[src/rtl/pc_pkg.sv]
// Shared types and constants for the PC predict unit.
//   ctr_e    : 2-bit branch direction counter (SNT, WNT, WT, ST)
//   state_e  : fetch FSM state (BOOT, RUN)
//   INSTR_BYTES : sequential fetch stride in bytes
//   ctr_inc / ctr_dec : saturating counter helpers
package pc_pkg;

  typedef enum logic [1:0] {
    SNT = 2'd0,
    WNT = 2'd1,
    WT  = 2'd2,
    ST  = 2'd3
  } ctr_e;

  typedef enum logic {
    BOOT = 1'b0,
    RUN  = 1'b1
  } state_e;

  localparam int INSTR_BYTES = 4;

  // Saturating increment toward strongly-taken.
  function automatic ctr_e ctr_inc(input ctr_e c);
    case (c)
      SNT:     ctr_inc = WNT;
      WNT:     ctr_inc = WT;
      WT:      ctr_inc = ST;
      ST:      ctr_inc = ST;
      default: ctr_inc = WNT;
    endcase
  endfunction

  // Saturating decrement toward strongly-not-taken.
  function automatic ctr_e ctr_dec(input ctr_e c);
    case (c)
      SNT:     ctr_dec = SNT;
      WNT:     ctr_dec = SNT;
      WT:      ctr_dec = WNT;
      ST:      ctr_dec = WT;
      default: ctr_dec = WNT;
    endcase
  endfunction

  // A counter at WT or above predicts taken.
  function automatic logic ctr_taken(input ctr_e c);
    ctr_taken = (c == WT) || (c == ST);
  endfunction

endpackage

[src/rtl/pc_btb.sv]
// Direct-mapped branch target buffer.
//   clk, rst          : clock, async active-low reset (clears valids, counters to WNT)
//   lookup_pc         : address looked up combinationally
//   lookup_taken      : hit with a taken-leaning counter
//   lookup_target     : stored target of the indexed entry
//   upd_valid/upd_pc/upd_taken/upd_target : resolved branch training
// Lookups read the registered array, so a same-cycle update to the same
// index is only visible from the following cycle.
module pc_btb
  import pc_pkg::*;
#(
  parameter int WIDTH     = 32,
  parameter int BTB_DEPTH = 16
) (
  input  logic             clk,
  input  logic             rst,
  input  logic [WIDTH-1:0] lookup_pc,
  output logic             lookup_taken,
  output logic [WIDTH-1:0] lookup_target,
  input  logic             upd_valid,
  input  logic [WIDTH-1:0] upd_pc,
  input  logic             upd_taken,
  input  logic [WIDTH-1:0] upd_target
);

  localparam int IDX   = $clog2(BTB_DEPTH);
  localparam int TAG_W = WIDTH - IDX - 2;

  logic             valid_q  [BTB_DEPTH];
  logic [TAG_W-1:0] tag_q    [BTB_DEPTH];
  logic [WIDTH-1:0] target_q [BTB_DEPTH];
  ctr_e             ctr_q    [BTB_DEPTH];

  logic [IDX-1:0]   lk_idx_s;
  logic [TAG_W-1:0] lk_tag_s;
  logic             lk_hit_s;
  logic [IDX-1:0]   up_idx_s;
  logic [TAG_W-1:0] up_tag_s;
  logic             up_hit_s;

  logic             we_s;
  logic [WIDTH-1:0] wr_target_s;
  ctr_e             wr_ctr_s;

  // Instruction addresses are word aligned; the low bits carry no index/tag information.
  logic unused_low_s;
  assign unused_low_s = ^{lookup_pc[1:0], upd_pc[1:0]};

  assign lk_idx_s = lookup_pc[IDX+1:2];
  assign lk_tag_s = lookup_pc[WIDTH-1:IDX+2];
  assign up_idx_s = upd_pc[IDX+1:2];
  assign up_tag_s = upd_pc[WIDTH-1:IDX+2];

  assign lk_hit_s = valid_q[lk_idx_s] && (tag_q[lk_idx_s] == lk_tag_s);
  assign up_hit_s = valid_q[up_idx_s] && (tag_q[up_idx_s] == up_tag_s);

  assign lookup_taken  = lk_hit_s && ctr_taken(ctr_q[lk_idx_s]);
  assign lookup_target = target_q[lk_idx_s];

  // Training decision: what (if anything) gets written to the indexed entry.
  always_comb begin
    we_s        = 1'b0;
    wr_target_s = target_q[up_idx_s];
    wr_ctr_s    = ctr_q[up_idx_s];
    if (upd_valid) begin
      if (upd_taken) begin
        we_s        = 1'b1;
        wr_target_s = upd_target;
        wr_ctr_s    = up_hit_s ? ctr_inc(ctr_q[up_idx_s]) : WT;
      end else if (up_hit_s) begin
        we_s     = 1'b1;
        wr_ctr_s = ctr_dec(ctr_q[up_idx_s]);
      end else begin
        we_s = 1'b0;
      end
    end else begin
      we_s = 1'b0;
    end
  end

  // BTB storage with async clear of every entry.
  always_ff @(posedge clk or negedge rst) begin
    if (!rst) begin
      for (int i = 0; i < BTB_DEPTH; i++) begin
        valid_q[i]  <= 1'b0;
        tag_q[i]    <= '0;
        target_q[i] <= '0;
        ctr_q[i]    <= WNT;
      end
    end else if (we_s) begin
      valid_q[up_idx_s]  <= 1'b1;
      tag_q[up_idx_s]    <= up_tag_s;
      target_q[up_idx_s] <= wr_target_s;
      ctr_q[up_idx_s]    <= wr_ctr_s;
    end
  end

endmodule

[src/rtl/pc_predict_unit.sv]
// Fetch PC generator with BTB-based next-PC prediction.
//   clk, rst        : clock, async active-low reset
//   fetch_ready     : fetch stage accepts pc_out this cycle
//   fetch_valid     : pc_out is a valid fetch address (0 during BOOT)
//   pc_out          : current fetch PC
//   pred_taken      : next PC for pc_out comes from a BTB prediction
//   redirect/redirect_pc : execute-stage correction, word-aligned on load
//   upd_*           : resolved branch training forwarded to the BTB
//   misalign        : one-cycle pulse after a redirect with redirect_pc[1:0] != 0
module pc_predict_unit
  import pc_pkg::*;
#(
  parameter int               WIDTH        = 32,
  parameter logic [WIDTH-1:0] RESET_VECTOR = 32'h0000_0000,
  parameter int               BTB_DEPTH    = 16
) (
  input  logic             clk,
  input  logic             rst,
  input  logic             fetch_ready,
  output logic             fetch_valid,
  output logic [WIDTH-1:0] pc_out,
  output logic             pred_taken,
  input  logic             redirect,
  input  logic [WIDTH-1:0] redirect_pc,
  input  logic             upd_valid,
  input  logic [WIDTH-1:0] upd_pc,
  input  logic             upd_taken,
  input  logic [WIDTH-1:0] upd_target,
  output logic             misalign
);

  state_e           state_q;
  logic [WIDTH-1:0] pc_q;
  logic [WIDTH-1:0] pc_d;
  logic             fetch_valid_q;
  logic             misalign_q;

  logic             btb_taken_s;
  logic [WIDTH-1:0] btb_target_s;

  pc_btb #(
    .WIDTH     (WIDTH),
    .BTB_DEPTH (BTB_DEPTH)
  ) u_btb (
    .clk           (clk),
    .rst           (rst),
    .lookup_pc     (pc_q),
    .lookup_taken  (btb_taken_s),
    .lookup_target (btb_target_s),
    .upd_valid     (upd_valid),
    .upd_pc        (upd_pc),
    .upd_taken     (upd_taken),
    .upd_target    (upd_target)
  );

  // Next-PC mux: redirect beats stall, stall beats prediction; BOOT holds the reset vector.
  always_comb begin
    pc_d = pc_q;
    if (state_q == RUN) begin
      if (redirect) begin
        pc_d = {redirect_pc[WIDTH-1:2], 2'b00};
      end else if (fetch_ready) begin
        pc_d = btb_taken_s ? btb_target_s : (pc_q + WIDTH'(INSTR_BYTES));
      end else begin
        pc_d = pc_q;
      end
    end else begin
      pc_d = pc_q;
    end
  end

  // BOOT/RUN FSM with its registered outputs.
  always_ff @(posedge clk or negedge rst) begin
    if (!rst) begin
      state_q       <= BOOT;
      pc_q          <= RESET_VECTOR;
      fetch_valid_q <= 1'b0;
      misalign_q    <= 1'b0;
    end else begin
      case (state_q)
        BOOT: begin
          state_q       <= RUN;
          fetch_valid_q <= 1'b1;
          misalign_q    <= 1'b0;
          pc_q          <= pc_d;
        end
        RUN: begin
          state_q       <= RUN;
          fetch_valid_q <= 1'b1;
          misalign_q    <= redirect && (redirect_pc[1:0] != 2'b00);
          pc_q          <= pc_d;
        end
        default: begin
          state_q       <= BOOT;
          fetch_valid_q <= 1'b0;
          misalign_q    <= 1'b0;
          pc_q          <= RESET_VECTOR;
        end
      endcase
    end
  end

  assign fetch_valid = fetch_valid_q;
  assign pc_out      = pc_q;
  assign misalign    = misalign_q;
  // Lookup is only meaningful once fetch is live.
  assign pred_taken  = fetch_valid_q && btb_taken_s;

endmodule
[config.mk]
export PLATFORM = sky130hd
export DESIGN_NAME = pc_predict_unit
export DESIGN_NICKNAME = d
export VERILOG_FILES = /design/src/rtl/pc_pkg.sv /design/src/rtl/pc_btb.sv /design/src/rtl/pc_predict_unit.sv
export SDC_FILE = /design/constraint.sdc
export NUM_CORES = 2
export LEC_CHECK = 0
export CORE_MARGIN = 5
export CORE_UTILIZATION = 45
export CTS_CLUSTER_DIAMETER = 50
export DETAILED_ROUTE_END_ITERATION = 10
export PLACE_DENSITY = 0.7
export SLEW_MARGIN = 30
export SYNTH_ARGS = -nofsm -noshare
export SYNTH_HDL_FRONTEND = slang
export SYNTH_SLANG_ARGS = --single-unit
[constraint.sdc]
create_clock -name clk -period 4.7 [get_ports clk]
set_clock_uncertainty 0.2 [all_clocks]
set_input_delay 0.47 -clock clk [delete_from_list [all_inputs] [get_ports clk]]
set_output_delay 0.47 -clock clk [all_outputs]
set_load 0.01 [all_outputs]
==> results by group <==
Run status
  • Outcome: finished clean

Floorplan
  • Std-Cell Rows: roughly 130
  • DIE AREA: between 100000 and 150000 sq um
  • Ports: 137
  • Core area: 122000 sq um
  • Die width: about 360 um
  • Die Y: between 300 and 400 um
  • Initial Util: between 40% and 50%

CTS
  • TritonCTS Buffers: around 120
  • Clk sink count: ~1000
  • Clock buffer depth: 3
  • Worst-Skew Late Latency: about 0.7 ns
  • Root Driver: clkbuf_16
  • Clk pin slew, worst setup/hold paths: around 0.070 ns
  • CTS H-tree lvls: 3
  • TritonCTS clock tree: done

Pwr
  • Internal: 19.1 mW
  • Comb pwr share: about a quarter
  • Design Power: about 27 mW
  • Maximum vdd drop: between 0.3 and 0.4 mV
  • Leak: around 29 nW
  • Clock share of power: between 30% and 40%
  • PwrDens: about 430 nW/um^2
  • Flop pwr share: ~40%
  • Net Switching: ~8 mW
  • Sw Ratio: approximately 29%

Global route
  • Largest net degree at the start of global routing: about 100
  • GRT overflow: 0
  • Met2 GRT Util: about two fifths
  • Wire length of the first global-routing pass: about 250000 um
  • Antenna violations before repair: 6
  • Vias in the first global route: roughly 36000
  • Global routing usage on met3: between 4 and 5%
  • Global routing's busiest layer: met2
  • GR Util met1: a little over a third
  • Total Routing Usage GR: 25.7%

Layout
  • Most frequent cells in the layout: dfrtp_1, mux2_1, mux4_2, mux2_2, buf_4
  • Most common cell after layout, fill and taps aside: dfrtp_1
  • Share of layout cells above drive strength 1: approximately 37%
  • P&R area growth vs syn: 16.1%
  • Nets: 3851

Flow run
  • Max cap viols: 0

Route
  • Post-DR wirelength/cell: approximately 31 um
  • Vias: 35200
  • DRT Wirelength: 167000 um
  • Vias/cell: ~6.4
  • DRT antenna net count: 0
  • Residual DRC: 0
  • Drt initial violations: 3716
  • DR pass1 iterations: 8

Critical path
  • Slowest cell on crit path: mux4_2
  • Worst Setup Path Type: flip-flop to primary output
  • Worst setup EP type: primary output
  • Delay-heaviest family, CP: multiplexers
  • FF-to-FF path depth: 12
  • Crit-path cells: buf_12 > mux4_2 > mux4_2 > xnor2_2 > nand2_1 > or3_1 > nor3_2 > and4_4 > buf_6
  • WP buf/inv: 2
  • Req. time, crit path: a little over 4 ns
  • Reg2reg start: pc_out[2]$_DFFE_PN0P_
  • Reg2Reg Setup Slack: 0.34 ns
  • Max stage delay on crit path: 0.57 ns
  • CP arrival: between 3 and 4 ns
  • CP startpoint kind: flip-flop
  • Worst-path fanout max: 7
  • Critical R2R Capture: pc_out[2]$_DFFE_PN0P_
  • Cell mode on critical path: mux4_2

STA
  • Unrepaired setup endpoints after global routing: false
  • Final period util: 98.9%
  • Final setup vio count: 0
  • Slew headroom: around a third
  • Final Max Slew Viols: 0
  • Final Critical Period: about 4.6 ns
  • Actual slew at the worst max-slew pin: 1.02 ns
  • Hold Vio Cnt, Final: 0
  • Fmax achieved: between 200 and 250 MHz
  • Final setup TNS: 0 ns

Logic synthesis
  • Ys async rst share: between 90% and 100%
  • Mapped cell area: approximately 55000 sq um
  • Mapped Cells: around 3600
  • Synth top area share: between 40% and 50%
  • Syn. warnings: 0
  • Post-synth EDFFs: 0
  • Sequential-to-total area share from yosys stat: roughly 46%
  • Avg Inst Size Synth: ~15 sq um
  • Leading register cell type out of synthesis: dfrtp_1
  • Syn Nets: between 3000 and 4000
  • Synth top area cells: dfrtp_1, mux4_2, mux2_1
  • Cell taking the most area after synthesis: dfrtp_1
  • Yosys cell types: 80
  • Flops & latches, synth: 1010

Placement
  • # port buffers: between 100 and 150
  • Routability congestion estimate from global placement: 0.953
  • Final HPWL DP: approximately 110000 um

Worst hold path
  • HP Class: input pin to asynchronous set/reset pin
-- state kept, by name (all words and copies together), names as in the netlist --
signal and count:
u_btb.target_q 512, u_btb.tag_q 416, pc_out 32, u_btb.ctr_q 32
u_btb.valid_q 16, fetch_valid 1, misalign 1
-- synthesized netlist by cell type (6+ instances only) --
cell type  number
clkbuf_1      178
dfrtp_1       994
a221oi_1        7
nand3b_1        8
buf_4          38
mux4_2        502
nor3_1         13
o2111ai_1       6
mux2_2        400
nand2_1        62
buf_2          68
a21oi_1         9
nor2b_1        10
nor2_1         31
xor2_1         15
mux2i_1       170
a21o_1          6
inv_1          28
and3_1          8
a22o_1         32
o22ai_1        12
o21ai_0        40
nand3_1        33
dfstp_2        16
a31oi_1         6
buf_6           9
nand2b_1       21
nand3_2         6
a22oi_1        63
buf_1          70
mux2_1        579
xnor2_1        61
nand4_1        19
-- timing repair --
action                                  in CTS  in global routing
cloned                                       2                  0
pin swaps                                    1                  2
endpoints found under the setup margin       1                  2
setup buffers                                9                  9
resized for setup                           19                  6
hold buffers                                 1                  0
hold endpoints to repair                    77                  0
-- power groups by stage --
stage               clock network (mW)  registers (mW)  logic [mW]
floorplan                            0            10.8        4.22
global route                      10.1            11.3        6.69
finish                            9.65            11.2        6.30
detailed placement                   0            11.3        6.12
CTS                               9.77            11.1        6.24
global placement                     0            11.2        6.01
-- metal layers --
metal	share of wire [%]	vias up
met5	0.0066	-
met4	4.0	2
met3	7.6	331
met2	47	1499
met1	41	19000
li1	-	14400
-- worst max-delay path by stage --
stage	start	to	slack, ns	depth (start not counted)
2_1_floorplan	upd_pc[2]	u_btb.target_q[183]$_DFFE_PN0P_	0.42	12
3_3_place_gp	upd_pc[2]	u_btb.target_q[267]$_DFFE_PN0P_	0.15	14
3_5_place_dp	upd_pc[2]	u_btb.target_q[275]$_DFFE_PN0P_	0.09	14
4_1_cts	pc_out[2]$_DFFE_PN0P_	pred_taken	0.06	10
5_1_grt	pc_out[2]$_DFFE_PN0P_	pred_taken	0.004	10
6_report	pc_out[2]$_DFFE_PN0P_	pred_taken	0.05	9
-- logic make-up after synthesis --
family / Yosys count / synth area share, %
mux: 1651 / 43.8
flops: 1010 / 46.1
buf+inv: 393 / 3.24
simple gates: 241 / 2.40
compound gates: 238 / 3.28
xor+xnor: 76 / 1.21
fa+ha+maj: 2 / 0.0410
other cells: 1 / 0.00683
-- stage by stage --
step                      worst slack [ns]  cell area (sq um)  utilization (%)  hold WS [ns]  cells
after global placement               0.151              59200             48.7         0.269   5232
after floorplan                      0.420              54900                -       -0.0256   3612
after detailed placement            0.0864              59200             48.7         0.276   5232
after CTS                           0.0634              63600             52.3         0.160   5465
final                               0.0529              63700             52.4         0.132   5480
after global routing               0.00411              63700             52.4         0.185   5476
-- final cells by class --
| cell class | count | area [sq um] |
|---|---|---|
| Fill cell | 9846 | 57800 |
| Multi-Input combinational cell | 2209 | 28000 |
| Sequential cell | 1010 | 25300 |
| Timing Repair Buffer | 380 | 4130 |
| Clock buffer | 161 | 3440 |
| Tap cell | 1625 | 2030 |
| Clock inverter | 61 | 701 |
| Inverter | 29 | 111 |
| Antenna cell | 5 | 12.5 |
(Power assumes the default switching activity.)
